--- src/rtl/codec_config_sequencer.sv ---
// Codec configuration sequencer: after a power-up delay walks the init table one SPI word per
// entry, then arbitrates run-time single-word writes onto the same 16-bit SPI shifter.
module codec_config_sequencer #(
  parameter int DATASIZE       = 16,
  parameter int NWORDS         = 11,
  parameter int ADDRW          = 4,
  parameter int STARTUP_CYCLES = 1024,
  parameter int GAP_CYCLES     = 8
) (
  input  logic                CLK,
  input  logic                RESET,
  output logic [DATASIZE-1:0] SPI_DATA,
  output logic                SPI_TRG,
  input  logic                SPI_RDY,
  output logic [ADDRW-1:0]    TBL_ADDR,
  input  logic [DATASIZE-1:0] TBL_DATA,
  input  logic                START,
  input  logic                WR_REQ,
  input  logic [DATASIZE-1:0] WR_DATA,
  output logic                WR_ACK,
  output logic                INIT_DONE,
  output logic                BUSY
);

  localparam logic [15:0]      STARTUP_LAST = 16'(STARTUP_CYCLES - 1);
  localparam logic [7:0]       GAP_LAST     = 8'(GAP_CYCLES - 1);
  localparam logic [ADDRW-1:0] LAST_ADDR    = ADDRW'(NWORDS - 1);

  typedef enum logic [2:0] {
    ST_STARTUP,
    ST_FETCH,
    ST_ISSUE,
    ST_WAIT_LOW,
    ST_WAIT_HIGH,
    ST_GAP,
    ST_IDLE
  } state_t;

  state_t              state_q,     state_d;
  logic [15:0]         start_cnt_q, start_cnt_d;
  logic [7:0]          gap_cnt_q,   gap_cnt_d;
  logic [DATASIZE-1:0] spi_data_q,  spi_data_d;
  logic                spi_trg_q,   spi_trg_d;
  logic [ADDRW-1:0]    tbl_addr_q,  tbl_addr_d;
  logic                wr_ack_q,    wr_ack_d;
  logic                init_done_q, init_done_d;
  logic                src_wr_q,    src_wr_d;
  logic [DATASIZE-1:0] wr_data_q,   wr_data_d;

  always_ff @(posedge CLK or negedge RESET) begin
    if (!RESET) begin
      state_q     <= ST_STARTUP;
      start_cnt_q <= '0;
      gap_cnt_q   <= '0;
      spi_data_q  <= '0;
      spi_trg_q   <= 1'b0;
      tbl_addr_q  <= '0;
      wr_ack_q    <= 1'b0;
      init_done_q <= 1'b0;
      src_wr_q    <= 1'b0;
      wr_data_q   <= '0;
    end else begin
      state_q     <= state_d;
      start_cnt_q <= start_cnt_d;
      gap_cnt_q   <= gap_cnt_d;
      spi_data_q  <= spi_data_d;
      spi_trg_q   <= spi_trg_d;
      tbl_addr_q  <= tbl_addr_d;
      wr_ack_q    <= wr_ack_d;
      init_done_q <= init_done_d;
      src_wr_q    <= src_wr_d;
      wr_data_q   <= wr_data_d;
    end
  end

  always_comb begin
    state_d     = state_q;
    start_cnt_d = start_cnt_q;
    gap_cnt_d   = gap_cnt_q;
    spi_data_d  = spi_data_q;
    spi_trg_d   = 1'b0;
    tbl_addr_d  = tbl_addr_q;
    wr_ack_d    = 1'b0;
    init_done_d = init_done_q;
    src_wr_d    = src_wr_q;
    wr_data_d   = wr_data_q;

    case (state_q)
      ST_STARTUP: begin
        // Counter saturates; only a fresh reset brings the delay back.
        if (start_cnt_q >= STARTUP_LAST) begin
          if (SPI_RDY) begin
            state_d = ST_FETCH;
          end
        end else begin
          start_cnt_d = start_cnt_q + 16'd1;
        end
      end
      ST_FETCH: begin
        state_d = ST_ISSUE;
      end
      ST_ISSUE: begin
        spi_data_d = src_wr_q ? wr_data_q : TBL_DATA;
        spi_trg_d  = 1'b1;
        state_d    = ST_WAIT_LOW;
      end
      ST_WAIT_LOW: begin
        if (!SPI_RDY) begin
          state_d = ST_WAIT_HIGH;
        end
      end
      ST_WAIT_HIGH: begin
        if (SPI_RDY) begin
          gap_cnt_d = '0;
          state_d   = ST_GAP;
        end
      end
      ST_GAP: begin
        if (gap_cnt_q == GAP_LAST) begin
          gap_cnt_d = '0;
          if (src_wr_q) begin
            state_d = ST_IDLE;
          end else if (tbl_addr_q == LAST_ADDR) begin
            init_done_d = 1'b1;
            tbl_addr_d  = '0;
            state_d     = ST_IDLE;
          end else begin
            tbl_addr_d = tbl_addr_q + ADDRW'(1);
            state_d    = ST_FETCH;
          end
        end else begin
          gap_cnt_d = gap_cnt_q + 8'd1;
        end
      end
      ST_IDLE: begin
        // A re-run request outranks a pending write; the write waits for the next idle.
        if (START) begin
          init_done_d = 1'b0;
          tbl_addr_d  = '0;
          src_wr_d    = 1'b0;
          state_d     = ST_FETCH;
        end else if (WR_REQ) begin
          wr_data_d = WR_DATA;
          wr_ack_d  = 1'b1;
          src_wr_d  = 1'b1;
          state_d   = ST_ISSUE;
        end
      end
      default: begin
        state_d = ST_STARTUP;
      end
    endcase
  end

  assign SPI_DATA  = spi_data_q;
  assign SPI_TRG   = spi_trg_q;
  assign TBL_ADDR  = tbl_addr_q;
  assign WR_ACK    = wr_ack_q;
  assign INIT_DONE = init_done_q;
  assign BUSY      = (state_q != ST_IDLE);

endmodule

--- config.mk ---
export PLATFORM = sky130hd
export DESIGN_NAME = codec_config_sequencer
export DESIGN_NICKNAME = d
export VERILOG_FILES = /design/src/rtl/codec_config_sequencer.sv
export SDC_FILE = /design/constraint.sdc
export NUM_CORES = 1
export LEC_CHECK = 0
export ABC_AREA = 0
export CORE_ASPECT_RATIO = 1.5
export CORE_UTILIZATION = 45
export CTS_CLUSTER_SIZE = 30
export DETAILED_ROUTE_END_ITERATION = 8
export GPL_ROUTABILITY_DRIVEN = 1
export GPL_TIMING_DRIVEN = 1
export PLACE_DENSITY = 0.7
export SLEW_MARGIN = 40
export SYNTH_ARGS = -nofsm -noshare
export SYNTH_HDL_FRONTEND = slang
export SYNTH_SLANG_ARGS = --single-unit
export TNS_END_PERCENT = 1
--- constraint.sdc ---
create_clock -name CLK -period 1.9 [get_ports CLK]
set_input_delay 0.475 -clock CLK [delete_from_list [all_inputs] [get_ports CLK]]
set_output_delay 0.475 -clock CLK [all_outputs]
set_load 0.05 [all_outputs]
==> flow_summary.yaml <==
logic_synthesis:
  synthDominantCellAreaShare_pct: 52.3
  synth-edff-count: 0
  async_reset_ff_share_pct: 100
  yosysTopAreaCell: "sky130_fd_sc_hd__dfrtp_1"
  synth_fp_nets: 314
  synthCells: 273
  dominant_cells_by_area_after_synthesis: "sky130_fd_sc_hd__dfrtp_1 52%, sky130_fd_sc_hd__mux2i_1 5.9%, sky130_fd_sc_hd__mux2_4 4.2%"
  count_of_unique_library_cells_instantiated_by_yosys: 55
  synth-seq-cells: 67
  yosysWarnings: 0
  synthesis.area_um2: 3200
  proportion_of_synthesized_chip_area_in_sequential_cells_pct: 52.3
  synth_flop_type: "sky130_fd_sc_hd__dfrtp_1"
  postSynthAreaPerCell_um2: 11.7
timing:
  final-hold-violation-count: 0
  worst-slew-pin-transition_ns: 0.387
  finalCritPeriodShare_pct: 94.6
  final_max_slew_viol_count: 0
  final_sum_of_negative_setup_slack_ns: 0
  finalSetupViolations: 0
  worst_slew_margin_relative_to_its_limit_pct: 74.2
  finalCriticalPeriod_ns: 1.80
  grt_setup_unrepaired: "false"
  clock.fmax_mhz: 556
  skew_ns: 0.00550
routing:
  route.final.wire_length_um: 6350
  routed-via-count: 2259
  drtAntennaViolNets: 0
  wl_per_cell_um: 14.8
  drt-vias-per-instance: 5.28
  initialDrtViolationCount: 126
  firstDrtPassIters: 4
  detail_route.drc_violations: 0
floorplan:
  core.rowCount: 37
  dieArea_um2: 7470
  die_y_um: 105
  die_x_um: 70.9
  pin_count: 61
  start_util_pct: 46.7
  placeableCoreArea_um2: 6850
run:
  timing.max_cap.violations: 0
cells_and_area:
  fraction_of_final_layout_cells_with_drive_strength_greater_than_1_pct: 27.1
  layout_common_cells: "65 x sky130_fd_sc_hd__dfrtp_1, 40 x sky130_fd_sc_hd__buf_4, 35 x sky130_fd_sc_hd__clkdlybuf4s50_1"
  final_util_pct: 60.2
  areaGrowthSynthToFinish_pct: 28.7
  fillCellCount: 567
  final_net_count: 386
  antenna_cells_inserted: 0
  mostFrequentLayoutCell: "sky130_fd_sc_hd__dfrtp_1"
global_routing:
  grt_start_max_net_pins: 68
  global_route_wire_length_before_repair_um: 10600
  number_of_global_route_vias_before_repair: 2399
  global_route.usage.total_pct: 18.3
  gr-total-overflow: 0
  grt_antenna_before_repair: 0
pwr:
  clock_power_share_pct: 17.8
  internal_power_w: 0.00391
  power.switching_w: 0.00280
  vdd_drop_max_v: 0.00107
  combinationalPowerShare_pct: 46.4
  post-layout-total-power_w: 0.00671
  share_seq_of_total_power_pct: 35.7
  static-leakage-power_nw: 1.88
  netSwitchingFraction_pct: 41.7
  power-per-cell-area_nw_per_um2: 1630
cts:
  clock_network_latency_to_the_later_pin_of_the_worst_skew_pair_ns: 0.35
  clock-sinks: 67
  clk_path_buf_depth: 2
  tritoncts_clock_tree: "yes"
  clock-root-buffer: "sky130_fd_sc_hd__clkbuf_8"
  cts_clk_pin_slew_worst_paths_ns: 0.08
  h-tree-depth: 3
  clock_buffers_created_by_tritoncts: 9
  post_cts_hold_buffer_count: 0
worst_setup_path:
  critPathArrivalTime_ns: 1.32
  path_max_fanout: 10
  cp-end-kind: "output pin"
  critical_path.startpoint_type: "flip-flop"
  path_class: "flip-flop to output pin"
  required_ns: 1.42
placement:
  place.port_buffers: 60
  gp_routability_congestion: 0.757
  post-dp-hpwl_um: 4410
worst_hold_path:
  worstHoldPathType: "input port to async pin"
status:
  outcome: "complete, no violations"
[registers in the layout, indices dropped and copies added, names as in the netlist]
signal	count
INIT_DONE	1
state_q	3
start_cnt_q	16
SPI_TRG	1
wr_data_q	16
gap_cnt_q	8
TBL_ADDR	4
src_wr_q	1
SPI_DATA	16
WR_ACK	1
[metal layers]
layer	global-route usage, %	part of all wire, %	vias to the layer above
met5	0	0	-
met4	9.86	1.9	0
met3	5.07	4.2	13
met2	31.0	51	51
met1	20.6	42	1084
li1	-	-	1111
[power groups by stage]
| stage | combinational (W) | clock, W | sequential (W) |
|---|---|---|---|
| after floorplan | 0.00154 | 0 | 0.00302 |
| after global placement | 0.00303 | 0 | 0.00241 |
| after CTS | 0.00310 | 0.00123 | 0.00242 |
| final | 0.00312 | 0.00120 | 0.00240 |
| after global routing | 0.00336 | 0.00128 | 0.00247 |
| after detailed placement | 0.00310 | 0 | 0.00242 |
[worst max-delay path, cell delays in order (launching register included)]
cell and delay [ns]:
sky130_fd_sc_hd__dfrtp_2 0.48, sky130_fd_sc_hd__and3b_1 0.25, sky130_fd_sc_hd__inv_1 0.10, sky130_fd_sc_hd__buf_12 0.14
[repair_timing]
action	CTS	global route
setup endpoints to repair	1	1
pin swaps	0	0
endpoints found under the hold margin	0	0
resized for setup	2	0
cloned	0	0
setup buffers	0	3
[synthesized netlist by cell type, types with 2 or more instances]
library cell	number
sky130_fd_sc_hd__a21oi_1	20
sky130_fd_sc_hd__a22o_1	3
sky130_fd_sc_hd__and3_1	2
sky130_fd_sc_hd__and3b_1	4
sky130_fd_sc_hd__buf_2	5
sky130_fd_sc_hd__buf_6	4
sky130_fd_sc_hd__clkbuf_1	9
sky130_fd_sc_hd__dfrtp_1	67
sky130_fd_sc_hd__ha_1	4
sky130_fd_sc_hd__inv_1	8
sky130_fd_sc_hd__mux2_2	7
sky130_fd_sc_hd__mux2_4	9
sky130_fd_sc_hd__mux2i_1	19
sky130_fd_sc_hd__nand2_1	15
sky130_fd_sc_hd__nand2b_1	2
sky130_fd_sc_hd__nand3_1	7
sky130_fd_sc_hd__nor2_1	21
sky130_fd_sc_hd__nor3_1	6
sky130_fd_sc_hd__nor3b_1	2
sky130_fd_sc_hd__nor4_1	2
sky130_fd_sc_hd__nor4_2	4
sky130_fd_sc_hd__nor4_4	2
sky130_fd_sc_hd__o21ai_0	8
sky130_fd_sc_hd__o21ai_1	2
sky130_fd_sc_hd__or3_1	2
sky130_fd_sc_hd__xnor2_1	4
sky130_fd_sc_hd__xor2_1	7
[layout make-up]
cell class | instances | area [um^2] | area share (%)
clock inverter | 7 | 76.3 | 1.85
multi-input combinational | 179 | 1380 | 33.5
clock buffer | 9 | 124 | 3.01
timing repair buffer | 80 | 736 | 17.9
tap | 78 | 97.6 | 2.37
sequential | 67 | 1680 | 40.7
inverter | 8 | 30.0 | 0.729
[worst paths after layout]
| kind | slack, ns | cells after the start | start | end |
|---|---|---|---|---|
| min in group CLK | 0.38 | 0 | start_cnt_q[12] | start_cnt_q[12] |
| max in group asynchronous | 1.46 | 2 | RESET | state_q[2] |
| hold reg to reg | 0.38 | 0 | start_cnt_q[12] | start_cnt_q[12] |
| hold / removal | 0.12 | 2 | RESET | gap_cnt_q[5] |
| setup reg to reg | 0.22 | 6 | state_q[2] | start_cnt_q[8] |
| setup / recovery | 0.10 | 3 | state_q[1] | BUSY |
[cell families after synthesis]
logic type	after synthesis	share of synthesized area [%]
simple gates	81	15.7
flops	67	52.3
compound gates	47	9.57
mux	36	13.0
buf+inv	27	4.80
xor+xnor	11	3.01
fa+ha+maj	4	1.56
[per-stage QoR]
stage               hold WS (ns)  worst slack [ns]  instances  instance area [um^2]
global route               0.158            0.0175        428                  4120
detailed placement         0.369            -0.108        409                  3900
global placement           0.367           -0.0508        409                  3900
finish                     0.119             0.103        428                  4120
CTS                        0.130            0.0212        425                  4100
floorplan                  0.179            0.0396        273                  3200
(Power assumes the default switching activity.)
==> patch, RTL diff (same settings) <==
Set the parameter `DATASIZE` to 8 (it was 16).
--- a/src/rtl/codec_config_sequencer.sv
+++ b/src/rtl/codec_config_sequencer.sv
@@ -2,5 +2,5 @@
 // entry, then arbitrates run-time single-word writes onto the same 16-bit SPI shifter.
 module codec_config_sequencer #(
-  parameter int DATASIZE       = 16,
+  parameter int DATASIZE       = 8,
   parameter int NWORDS         = 11,
   parameter int ADDRW          = 4,
Ports: changed (resized SPI_DATA, TBL_DATA and WR_DATA); port bits go from 61 to 37. The function was not compared with the original's and may differ.
==> patch against the unedited design <==
  * Area after synthesis fell by 21%
  * Final cell count fell by 21%
  * Setup slack gained 0.0019 ns
  * Critical path type unchanged
  * Wire length decreased by 26%
  * Highest routed layer unchanged
  * Sequential cell count down 16
  * Critical path depth unchanged
  * Fmax rose by 0.11%
  * Largest cell class unchanged
  * Cell area shrank 26%
Power is not compared: it rests on default switching activity, and its combinational part moved more than twofold at a synthesized area within 25%.
==> patch: results (changes against the unedited design) <==
The cell depth of the worst flop-to-flop path came to 5 (-1). The part of the cycle the worst path needs came out at 94.5% (-0.10 points). In the post-synthesis netlist, the biggest area contributors are dfrtp_1, mux2_2, mux2i_1, o21ai_0, a21oi_1.

The number of gates given a new drive strength after cts came out at 1 (-1). The xor/xnor cell area share of the yosys netlist came to 3.83% (+0.82 points). The clock latency on the worst-skew pair came out at 0.30 ns (-0.05 ns).

In this run the worst setup path begins at state_q[2]. The register-to-register setup slack is 0.16 ns (-0.06 ns). The arithmetic-cell share of the synthesized area counting full adders, half adders and majority gates is 1.99% (+0.43 points). The worst register-to-register path begins at gap_cnt_q[0]. In the synthesized netlist, the cells that appear most often are dfrtp_1, o21ai_0, a21oi_1.

The post-layout net count is 290 (-25%). The clock tree skew after final layout came to 0.00965 ns (+0.00415 ns). The initial detailed-routing violation count is 73 (-42%). The HPWL after detailed placement is 3.50 mm (-21%).

The transition time at the pin with the least slew margin was 0.440 ns (+0.0529 ns). The layout filler cell count was 479 (-16%). The worst register-to-register path ends at gap_cnt_q[5]. The number of buffers inserted by port buffering is 36 (-40%).

The TritonCTS buffer count is 5 (-4). The detailed-route wire length was 4.71 mm (-26%). The run finished with clean final reports.

The net count after synthesis is 251 (-20%). The number of H-tree levels came out at 2 (-1). The total global routing track utilization came to 17.6% (-0.72 points). The sequential share of the synthesized area came out at 50.7% (-1.6 points). The hold slack came out at 0.0904 ns (-0.0288 ns). The largest net degree at the start of global routing is 35 (-49%). The met3 wire length is 127 µm (-52%).

The routed length on met2 came to 2.50 mm (-23%). The worst setup timing slack at the placement stage is -0.0226 ns (+0.0851 ns). The instance area at placement came out at 2950 µm² (-24%). The highest fanout seen on the critical path came out at 8 (-2). The final weighted congestion in routability-driven placement is 0.816 (+7.8%).
patch: changes by cell type after synthesis, moves of 5 or more:
cell	delta
dfrtp_1	-16
mux2i_1	-10
nor2_1	-11
a21oi_1	-7
mux2_4	-9
nand2_1	-5
o21ai_0	+7
patch: layout make-up:
| type | count | area share (%) |
|---|---|---|
| Clock buffer | 6 | 2.71 |
| Tap cell | 70 | 2.87 |
| Multi-Input combinational cell | 149 | 36.5 |
| Inverter | 8 | 0.985 |
| Timing Repair Buffer | 50 | 14.6 |
| Clock inverter | 2 | 0.452 |
| Sequential cell | 51 | 41.9 |
patch: power by group:
part           switching [mW]  internal [mW]  total (mW)
sequential                  0           1.08        1.08
clock                   0.355          0.298       0.653
combinational          0.0326         0.0438      0.0765
total                   0.387           1.43        1.81
patch: layer usage:
layer / GRT usage (%) / vias up
met5: 0 / -
met4: 7.17 / 0
met3: 2.56 / 6
met2: 31.5 / 31
met1: 20.7 / 859
li1: - / 883
